### src/rtl/rf_dump_tx_pkg.sv
// Shared types for the register-file debug dump: FSM state encoding and default frame sync byte.
// Imported by rf_dump_tx, rf_dump_ser and the bench frame checker.
package rf_dump_tx_pkg;

  typedef enum logic [2:0] {
    ST_IDLE  = 3'd0,
    ST_SYNC  = 3'd1,
    ST_SEL   = 3'd2,
    ST_SEND  = 3'd3,
    ST_CKSUM = 3'd4
  } state_t;

  localparam logic [7:0] SYNC_BYTE_DFLT = 8'h5A;
  localparam int         IDX_W          = 5;
  localparam int         WORD_W         = 32;
  localparam int         BYTES_PER_REG  = WORD_W / 8;

endpackage

### src/rtl/rf_dump_ser.sv
// Word-to-byte serializer: loads a 32-bit word, presents it LSB byte first, shifts on each handshake.
// Output byte only changes on load or accepted handshake, so it is stable while stalled.
module rf_dump_ser
  import rf_dump_tx_pkg::*;
(
  input  logic              clk,
  input  logic              rst,
  input  logic              load,
  input  logic [WORD_W-1:0] word,
  input  logic              en,
  input  logic              ready,
  output logic [7:0]        data,
  output logic              last
);

  logic [WORD_W-1:0] shreg;
  logic [1:0]        byte_cnt;
  logic              fire;

  assign fire = en && ready;
  assign data = shreg[7:0];
  assign last = fire && (byte_cnt == 2'(BYTES_PER_REG - 1));

  always_ff @(posedge clk) begin
    if (!rst) begin
      shreg    <= '0;
      byte_cnt <= '0;
    end else if (load) begin
      shreg    <= word;
      byte_cnt <= '0;
    end else if (fire) begin
      shreg    <= {8'h00, shreg[WORD_W-1:8]};
      byte_cnt <= byte_cnt + 2'd1;
    end
  end

endmodule

### src/rtl/rf_dump_tx.sv
// Register-file dump streamer: SYNC byte, then each register little-endian over valid/ready.
// Optional trailing XOR checksum byte when RF_DUMP_CKSUM_EN is defined.
module rf_dump_tx
  import rf_dump_tx_pkg::*;
#(
  parameter int         NREGS     = 32,
  parameter logic [7:0] SYNC_BYTE = SYNC_BYTE_DFLT
) (
  input  logic              clk,
  input  logic              rst,
  input  logic              start,
  output logic [IDX_W-1:0]  reg_sel,
  input  logic [WORD_W-1:0] reg_data,
  output logic [7:0]        tx_data,
  output logic              tx_valid,
  input  logic              tx_ready,
  output logic              busy,
  output logic              done
);

  localparam logic [IDX_W-1:0] LAST_IDX = IDX_W'(NREGS - 1);

  state_t           state, state_nxt;
  logic [IDX_W-1:0] idx;
  logic [IDX_W-1:0] reg_sel_q;
  logic             done_nxt;
  logic             ser_load;
  logic             ser_en;
  logic [7:0]       ser_byte;
  logic             ser_last;
  logic             frame_start;

`ifdef RF_DUMP_CKSUM_EN
  logic [7:0] checksum;
`endif

  assign ser_load    = (state == ST_SEL);
  assign ser_en      = (state == ST_SEND);
  assign frame_start = (state == ST_IDLE) && (state_nxt == ST_SYNC);
  assign busy        = (state != ST_IDLE);
  // The register file is combinational, so reg_sel must show idx during SEL itself.
  assign reg_sel     = (state == ST_SEL) ? idx : reg_sel_q;

  rf_dump_ser u_ser (
    .clk   (clk),
    .rst   (rst),
    .load  (ser_load),
    .word  (reg_data),
    .en    (ser_en),
    .ready (tx_ready),
    .data  (ser_byte),
    .last  (ser_last)
  );

  always_comb begin
    state_nxt = state;
    done_nxt  = 1'b0;
    tx_valid  = 1'b0;
    tx_data   = 8'h00;
    case (state)
      ST_IDLE: begin
        // done high means the previous frame just ended; start is honoured a cycle later.
        if (start && !done) state_nxt = ST_SYNC;
      end
      ST_SYNC: begin
        tx_valid = 1'b1;
        tx_data  = SYNC_BYTE;
        if (tx_ready) state_nxt = ST_SEL;
      end
      ST_SEL: begin
        state_nxt = ST_SEND;
      end
      ST_SEND: begin
        tx_valid = 1'b1;
        tx_data  = ser_byte;
        if (ser_last) begin
          if (idx == LAST_IDX) begin
`ifdef RF_DUMP_CKSUM_EN
            state_nxt = ST_CKSUM;
`else
            state_nxt = ST_IDLE;
            done_nxt  = 1'b1;
`endif
          end else begin
            state_nxt = ST_SEL;
          end
        end
      end
`ifdef RF_DUMP_CKSUM_EN
      ST_CKSUM: begin
        tx_valid = 1'b1;
        tx_data  = checksum;
        if (tx_ready) begin
          state_nxt = ST_IDLE;
          done_nxt  = 1'b1;
        end
      end
`endif
      default: state_nxt = ST_IDLE;
    endcase
  end

  always_ff @(posedge clk) begin
    if (!rst) begin
      state     <= ST_IDLE;
      idx       <= '0;
      reg_sel_q <= '0;
      done      <= 1'b0;
    end else begin
      state <= state_nxt;
      done  <= done_nxt;
      if (frame_start) begin
        idx <= '0;
      end else if (ser_last && (idx != LAST_IDX)) begin
        idx <= idx + 1'b1;
      end
      if (state == ST_SEL) reg_sel_q <= idx;
    end
  end

`ifdef RF_DUMP_CKSUM_EN
  always_ff @(posedge clk) begin
    if (!rst) begin
      checksum <= 8'h00;
    end else if (frame_start) begin
      checksum <= 8'h00;
    end else if (ser_en && tx_ready) begin
      checksum <= checksum ^ ser_byte;
    end
  end
`endif

endmodule

### config.mk
export PLATFORM = sky130hd
export DESIGN_NAME = rf_dump_tx
export DESIGN_NICKNAME = d
export VERILOG_FILES = /design/src/rtl/rf_dump_tx_pkg.sv /design/src/rtl/rf_dump_ser.sv /design/src/rtl/rf_dump_tx.sv
export SDC_FILE = /design/constraint.sdc
export NUM_CORES = 1
export LEC_CHECK = 0
export ABC_CLOCK_PERIOD_IN_PS = 1700
export BUFFER_PORTS_ARGS = -buffer_cell sky130_fd_sc_hd__buf_2
export CORE_ASPECT_RATIO = 0.8
export CORE_MARGIN = 5
export CORE_UTILIZATION = 48
export DETAILED_ROUTE_END_ITERATION = 12
export PLACE_DENSITY_LB_ADDON = 0.1
export SLEW_MARGIN = 20
export SYNTH_ARGS = -nofsm -noshare
export SYNTH_HDL_FRONTEND = slang
export SYNTH_SLANG_ARGS = --single-unit
### constraint.sdc
create_clock -name clk -period 1.7 [get_ports clk]
set_input_delay 0 -clock clk [delete_from_list [all_inputs] [get_ports clk]]
set_output_delay 0 -clock clk [all_outputs]
set_load 0.01 [all_outputs]
# Yosys cells after proc, flatten, opt, wreduce, memory -nomap -nowiden
# Cells that the tools add are included.
[word_totals]
mem_count = 0
output_inout_bits = 16
ramBits = 0
mem_bits_ro = 0
register_bits = 48
latch_bits = 0
wordCells = 40
in_bits = 36
[op_classes]
mul = 0
reduce_logical = 13
div = 0
addsub = 2
order_cmp = 0
n_bitwise = 1
shift = 0
mux = 11
eq_ne = 7
[op_table]
columns = ["operator", "n"]
rows = [
  ["$mux 32", 2],
  ["$pmux 8 s2", 1],
  ["$pmux 3 s4", 1],
  ["$mux 3", 3],
  ["$eq 3x1->1 const B", 2],
  ["$eq 3x2->1 const B", 2],
  ["$reduce_or 2->1", 3],
  ["$add 5x1->5 const B", 1],
  ["$eq 5x5->1 const B", 1],
  ["$logic_and 1x1->1", 5],
  ["$mux 5", 1],
  ["$ne 5x5->1 const B", 1],
  ["$logic_not 3->1", 1],
  ["$reduce_and 3->1", 1],
  ["$reduce_bool 3->1", 1],
  ["$add 2x1->2 const B", 1],
  ["$eq 2x2->1 const B", 1],
  ["$mux 1", 2],
  ["$mux 2", 1],
  ["$reduce_bool 2->1", 1],
  ["$logic_not 1->1", 1],
  ["$not 1->1", 1],
]

# Longest topological paths before layout
# Gate-level depths: netlist of the first run.
[depth]
ltp_word = 8
depth_mapped = 6
depth_no_buf = 6

# Cells and area by module
# Synthesis of the first run repeated with hierarchy kept, for this count alone.
[unflattened]
cells_unflattened = 230
hier_area_um2 = 2222.1
[by_module_without_submodules]
columns = ["mod", "area_each_um2", "cells_per_inst", "seq_area_each_um2", "instances"]
rows = [
  ["rf_dump_ser", 1541.5, 161, 680.7, 1],
  ["rf_dump_tx", 680.7, 69, 280.3, 1],
]

# Worst setup path after synthesis of the first run
# Ideal clock, no wire load.
[synth_path]
path_kind = "flip-flop to flip-flop"
start = "reg idx[0]"
end = "reg idx[3]"
slack_ps = -59
synth_period_minus_slack_ps = 1759
path_buffers = 0
t_required_ps = 1630
path_stages_with_launch = 7
setup_time_ps = 70
arrival_time_ps = 1689
path_cell_list = "dfxtp_1 ha_1 and3_1 ha_1 nand2b_1 or4_1 a21oi_1"
[synth_via]
elab_chain_cells = 7
word_cells_on_any_way = 10
cone_classes = "add/sub (1); eq/ne (3); mux (3); reduce/logical (3)"
[synth_lines]
columns = ["element", "line", "source"]
rows = [
  ["start, declared", "rf_dump_tx.sv:24", "logic [IDX_W-1:0] idx;"],
  ["start signal, assigned", "rf_dump_tx.sv:115", "idx <= idx + 1'b1;"],
  ["$eq 5x5->1", "rf_dump_tx.sv:77", "if (idx == LAST_IDX) begin"],
  ["$mux 2", "rf_dump_tx.sv:77", ""],
  ["$mux 3", "rf_dump_tx.sv:76", "if (ser_last) begin"],
  ["$pmux 3 s4", "rf_dump_tx.sv:60", "case (state)"],
  ["$eq 3x1->1", "rf_dump_tx.sv:39", "assign frame_start = (state == ST_IDLE) && (state_nxt == ST_SYNC);"],
  ["$logic_and 1x1->1", "rf_dump_tx.sv:39", ""],
  ["$reduce_or 2->1 (no line)", "-", ""],
]
# Parallel ways exist; a longest one is shown, timed or not.
# A chain may end at the register's enable or synchronous reset.

# Final worst setup path of the first run
[layout_path]
start = "reg idx[0]"
end = "reg idx[2]"
# Same word-level chain as after synthesis.

==> results of run 1 <==
-- state kept, by name, summed over array words and instances, names as in the netlist --
register and cells:
done 1, idx 5, reg_sel_q 5, state 3
u_ser.byte_cnt 2, u_ser.shreg 32
-- routing by layer --
metal / up-vias / GRT usage, % / wire (um)
li1: 992 / - / -
met1: 917 / 23.1 / 2450
met2: 58 / 27.5 / 2280
met3: 6 / 4.94 / 318
met4: 0 / 5.19 / 68
met5: - / 0 / 0
-- metrics by stage --
| step | instances | setup TNS [ps] | util, % |
|---|---|---|---|
| floorplan | 241 | 0 | - |
| global placement | 346 | 0 | 58.2 |
| detailed placement | 346 | -14.2 | 58.2 |
| CTS | 363 | 0 | 62.7 |
| global route | 364 | 0 | 63.1 |
| finish | 364 | 0 | 63.1 |
-- critical path: stages, from the launching register on --
cell,delay (ps)
dfxtp_2,330
ha_2,180
and3_1,180
ha_2,180
nand2b_4,160
or4_1,410
a21oi_1,140
-- layout by cell type (no fill, tap or decap), drive strengths merged, types with 9 or more instances in the layout --
cell	instances
a21boi	10
a21oi	11
buf	66
dfxtp	48
dlygate4sd3	9
mux2i	24
nand2	11
nand3	28
o211a	24
o21ai	14
-- logic make-up after synthesis --
| kind of cell | Yosys count | synth area share [%] |
|---|---|---|
| fa+ha+maj | 3 | 1.65 |
| buf+inv | 27 | 5.10 |
| simple gates | 70 | 17.3 |
| flops | 48 | 42.1 |
| compound gates | 63 | 20.6 |
| mux | 29 | 13.0 |
| other cells | 1 | 0.164 |
-- power by group through the flow --
stage	Combinational (mW)	Clock [mW]	Sequential [mW]
after floorplan	0.102	0	1.17
after global placement	0.175	0	1.17
after detailed placement	0.176	0	1.17
after CTS	0.192	0.841	1.15
after global routing	0.210	0.888	1.15
final	0.190	0.810	1.14
-- timing repair --
item,in CTS,in global routing
pin swaps,1,2
buffers inserted,0,1
endpoints found under the setup margin,6,6
resized for setup,2,4
gates cloned,0,0
hold buffers,9,0
hold endpoints to repair,9,0
-- how the worst max path moves through the flow --
stage | from | endpoint | cells after the start
global route | idx[0] | idx[3] | 6
global placement | idx[0] | idx[3] | 6
floorplan | idx[0] | idx[3] | 6
CTS | idx[0] | idx[3] | 6
detailed placement | idx[0] | idx[3] | 6
finish | idx[0] | idx[2] | 6
-- layout make-up --
| cell class | count | area share, % |
|---|---|---|
| inverters | 7 | 0.906 |
| well taps | 60 | 2.59 |
| clock inverters | 3 | 1.47 |
| flip-flops and latches | 48 | 33.4 |
| multi-input cells | 166 | 42.0 |
| repair buffers | 75 | 17.2 |
| clock buffers | 5 | 2.37 |
==> impl_results.md, run 1 <==
* Status: finished clean
* Min Hold Slack at 55.4 ps
* Post-synth top area share at around 42%
* Cell variety after synth at 30
* Worst Reg2Reg Path Length in Cells at 6
* Antenna Violating Nets Remaining at 0
* # H-tree levels at 2
* Hold Fails Final Rpt at 0
* CP Launch Type: flip-flop
* Comb pwr share at roughly 8.9%
* Initial antenna violation count at 0
* Final Cycle Share at between 90% and 100%
* Routed len/inst at between 10 and 15 um
* Critical path class: flip-flop to flip-flop
* # port buffers at 51
* Mapped Cells at 241
* Starting DRT DRC Count at 91
* Pwr dens at 740 nW/um^2
* Synthesized area at 2280 sq um
* Synthesized flop and latch total at 48
* Post-synth EDFFs at 0
* Row count at 22
* Area of the multi-input gates at 1220 sq um
* Number of global-route vias before repair at 1925
* Nets at 342
* Synthesized area per cell at 9.46 sq um
* Clk slew on worst S/H paths at approximately 90 ps
* Clk pwr share at 37.8%
* Worst Setup End Kind: flip-flop
* Largest net degree at the start of global routing at 31
* # diodes at 0
* Die Span Y at 71.7 um
* Synth area leader: dfxtp_1
* Hold Crit Start: reg_data[15]
* Clock Tree Buf Depth at 2
* Crit Reg-Reg Startpoint: idx[0]
* Worst hold stages at 4
* Clock Latency Late Sink at around 300 ps
* GRT Residual Overflow at 0
* Reg2reg end: idx[2]
* Num CTS Buffers at 5
* Reg2reg setup slack at 60 ps
* HPWL after DPL at 3.45 mm
* Via density at ~5.4
* Flop pwr share at 53.3%
* Die Wd at 87.1 um
* IO Pins at 52
* FILL cells at 400
* Die area at around 6200 sq um
* Total track usage at 17.4%
* CP max FO at 8
* Pwr Total at 2.14 mW
* Clock Sinks at 48
* Clock skew at 8.20 ps
* Worst Hold Class: input port to flip-flop
* Post-synthesis sequential area ratio at 42.1%
* Pre-antenna DRT Iters at 4
* Min Tclk post-route at 1640 ps
* Worst EP arrival at roughly 1900 ps
* First-pass GRT wire length at 8.74 mm
* DP Worst Slack at -14.2 ps
* Placed cell areas at 2680 sq um
* GPL Wtd Cong at 0.782
* Synth Warn # at 0
* # DRC at 0
* Most common cell in the netlist: dfxtp_1
* Most frequent cells after synthesis: dfxtp_1, nand3_1, mux2i_1, o211a_1, o21ai_0
* Final setup fails at 0
* Worst Hold Endpoint: u_ser.shreg[15]
* Initial core utilization at 49.6%
* Layout cell share with drive strength beyond 1 at 29.3%
* FFs w/ async S/R, synth at 0%
* Psw at 476 uW
* Post-route setup slack at 55.8 ps
* Design area at just under 3000 sq um
* Area contributors post-synth: dfxtp_1, mux2i_1, o211a_1, nand3_1, a21boi_0
* Max_cap viols at 0
* CTS tree: built
* Maximum vdd drop at 384 uV
* CP required at a little under 2000 ps
* Internal at between 1.5 and 2 mW
* Storage cell area at slightly below 1000 sq um
* Syn_nets at 280
* Core area at around 4600 sq um
* Sw Ratio at 22.2%
* Achievable Freq at approximately 600 MHz
* Main synth FF type: dfxtp_1
* Detailed-route via count at 1973
* CTS root buf: clkbuf_8
* LEAKAGE at about 1.5 nW
* Drt total wl at 5.12 mm
* Unrepaired setup endpoints after global routing: no
* Layout area overhead at 27.1%
* Fin. max-slew vios at 0
Power figures use the tool's default switching activity.
==> inputs of run 2 (changes only) <==
Settings changed: CELL_PAD_IN_SITES_DETAIL_PLACEMENT from default to 1, CELL_PAD_IN_SITES_GLOBAL_PLACEMENT from default to 2, CORE_UTILIZATION 48 to 29.
==> run 2 against run 1 <==
Net effect: routed wire length grew 18%; final area rose by 2.5%; power shrank 0.56%; count of clock-buffer cells in the layout unchanged; die area grew 56%; via count is 1.1% lower; first-iteration DRC count is 55% lower; setup slack better by 19 ps; maximum frequency up 1.2%; critical path depth unchanged; combinational power rose by 4%; largest power group unchanged.
==> impl_results.md, run 2 (same netlist as run 1, synthesis figures left out) <==
* Min Hold Slack at 13.6 ps (-41.7 ps)
* Clock Sinks at 48 (unchanged)
* Starting DRT DRC Count at 41 (-55%)
* Final Cycle Share at 95.6% (-1.1 points)
* Largest delay share family, worst path: simple AND/OR/NAND/NOR gates
* Worst EP arrival at 1850 ps (-20 ps)
* Detailed-route via count at 1952 (-1.1%)
* Nets at 343 (+0.29%)
* Die Wd at 109 um (+25%)
* HPWL after DPL at 4.33 mm (+25%)
* Initial core utilization at 29.2% (-20 points)
* Commonest cells after routing, fill and taps aside: buf_2, dfxtp_1, nand3_1, mux2i_1, o211a_1
* Die Span Y at 89.3 um (+25%)
* Total track usage at 12.8% (-4.6 points)
* Max_cap viols at 0 (unchanged)
* Largest net degree at the start of global routing at 29 (-6.5%)
* Layout cell share with drive strength beyond 1 at 30.0% (+0.76 points)
* GPL Wtd Cong at 0.670 (-14%)
* # port buffers at 51 (unchanged)
* Drt total wl at 6.02 mm (+18%)
* CTS tree: built
* Reg with most FFs: u_ser.shreg
* Routed len/inst at 14.6 um (+4.1%)
* Placed cell areas at 2750 sq um (+2.7%)
* Biggest registers after layout: u_ser.shreg (32), idx (5), reg_sel_q (5)
* Num CTS Buffers at 5 (unchanged)
* Critical path class: flip-flop to flip-flop
* CP max FO at 7 (-1)
* Hold Crit Start: start
* Pwr Total at 2.13 mW (-0.56%)
* Max_slew headroom at between 60% and 70%
* # diodes at 0 (unchanged)
* Achievable Freq at 615 MHz (+1.2%)
* Worst setup path startpoint: idx[0]
* # DRC at 0 (unchanged)
* Pre-antenna DRT Iters at 4 (unchanged)
* Initial antenna violation count at 0 (unchanged)
* Crit-path slowest cell: or4_4
* Unrepaired setup endpoints after global routing: no
* CP Launch Type: flip-flop
* LEAKAGE at 1.49 nW (+0.78%)
* Final setup fails at 0 (unchanged)
* Number of global-route vias before repair at 2014 (+4.6%)
* Fin. max-slew vios at 0 (unchanged)
* DP Worst Slack at -17.5 ps (-3.31 ps)
* Design area at 2970 sq um (+2.5%)
* Utilization after layout at 38.1% (-25 points)
* Slowest cell delay on critical path at 420 ps (about the same)
* Post-route setup slack at 74.7 ps (+18.9 ps)
* Maximum vdd drop at 291 uV (-24%)
* Min Tclk post-route at 1630 ps (-18.9 ps)
* Crit Reg-Reg Startpoint: idx[0]
* Hold Fails Final Rpt at 0 (unchanged)
* CP Buf/Inv Count at 0 (unchanged)
* Die area at 9750 sq um (+56%)
* Clock Latency Late Sink at 290 ps (about the same)
* # H-tree levels at 2 (unchanged)
* Clock skew at 8.37 ps (+0.170 ps)
* Clock Tree Buf Depth at 2 (unchanged)
* GRT Residual Overflow at 0 (unchanged)
* Clk slew on worst S/H paths at 80 ps (about the same)
* CP required at 1930 ps (about the same)
* Worst Setup End Kind: flip-flop
* Pwr dens at 718 nW/um^2 (-2.9%)
* Actual slew at the worst max-slew pin at a little over 500 ps
* Via density at 4.75 (-12%)
* IO Pins at 52 (unchanged)
* Worst Hold Class: input port to flip-flop
* Status: finished clean
* Worst-path cell chain: ha_2 -> and3_1 -> ha_2 -> nand2b_4 -> or4_4 -> a21oi_2
* Row count at 29 (+32%)
* CTS root buf: clkbuf_8
* Core area at 7800 sq um (+70%)
* Worst path most repeated cell: ha_2
* Most common cell after layout, fill and taps aside: buf_2
* Max FFs per register at 32 (unchanged)
* Layout area overhead at 30.2%
* First-pass GRT wire length at 9.89 mm (+13%)
* Antenna Violating Nets Remaining at 0 (unchanged)
## run 2: cell type report
cell class | count | area [sq um]
clock buffers | 5 | 68.8
flip-flops and latches | 48 | 965
well taps | 108 | 135
repair buffers | 76 | 517
multi-input cells | 166 | 1230
clock inverters | 1 | 30.0
fillers | 933 | 4830
inverters | 7 | 26.3
## run 2: path summary, 6_finish.rpt
check / to / slack [ps] / depth (start not counted)
setup / recovery: idx[3] / 70 / 6
hold / removal: state[0] / 10 / 3
setup reg to reg: idx[3] / 70 / 6
hold reg to reg: u_ser.shreg[24] / 490 / 2
## run 2: worst min-delay path, stage by stage
cell and delay, ps:
buf_2 100, nand2b_1 90, a211oi_1 80
## run 2: power by group
| group | switching (mW) | internal [mW] | total, mW |
|---|---|---|---|
| clock network | 0.367 | 0.423 | 0.790 |
| registers | 0.0118 | 1.13 | 1.15 |
| logic | 0.0940 | 0.103 | 0.197 |
| total | 0.473 | 1.66 | 2.13 |
## run 2: what timing repair did
action / in CTS / in global routing
setup endpoints to repair: 1 / 7
resized for setup: 1 / 6
hold buffers: 8 / 0
hold endpoints to repair: 8 / 0
pin swaps: 1 / 3
buffers inserted: 2 / 1
## run 2: routing by layer
metal / up-vias / track usage, % / wire length, um
met5: - / 0 / 0
met3: 2 / 3.61 / 288
met1: 929 / 16.6 / 2890
met4: 0 / 2.75 / 31
met2: 30 / 21.5 / 2810
li1: 991 / - / -
## run 2: through the flow
step           cells  setup TNS (ps)
3_3_place_gp     394               0
5_1_grt          411               0
4_1_cts          410               0
2_1_floorplan    241               0
3_5_place_dp     394           -17.5
6_report         411               0
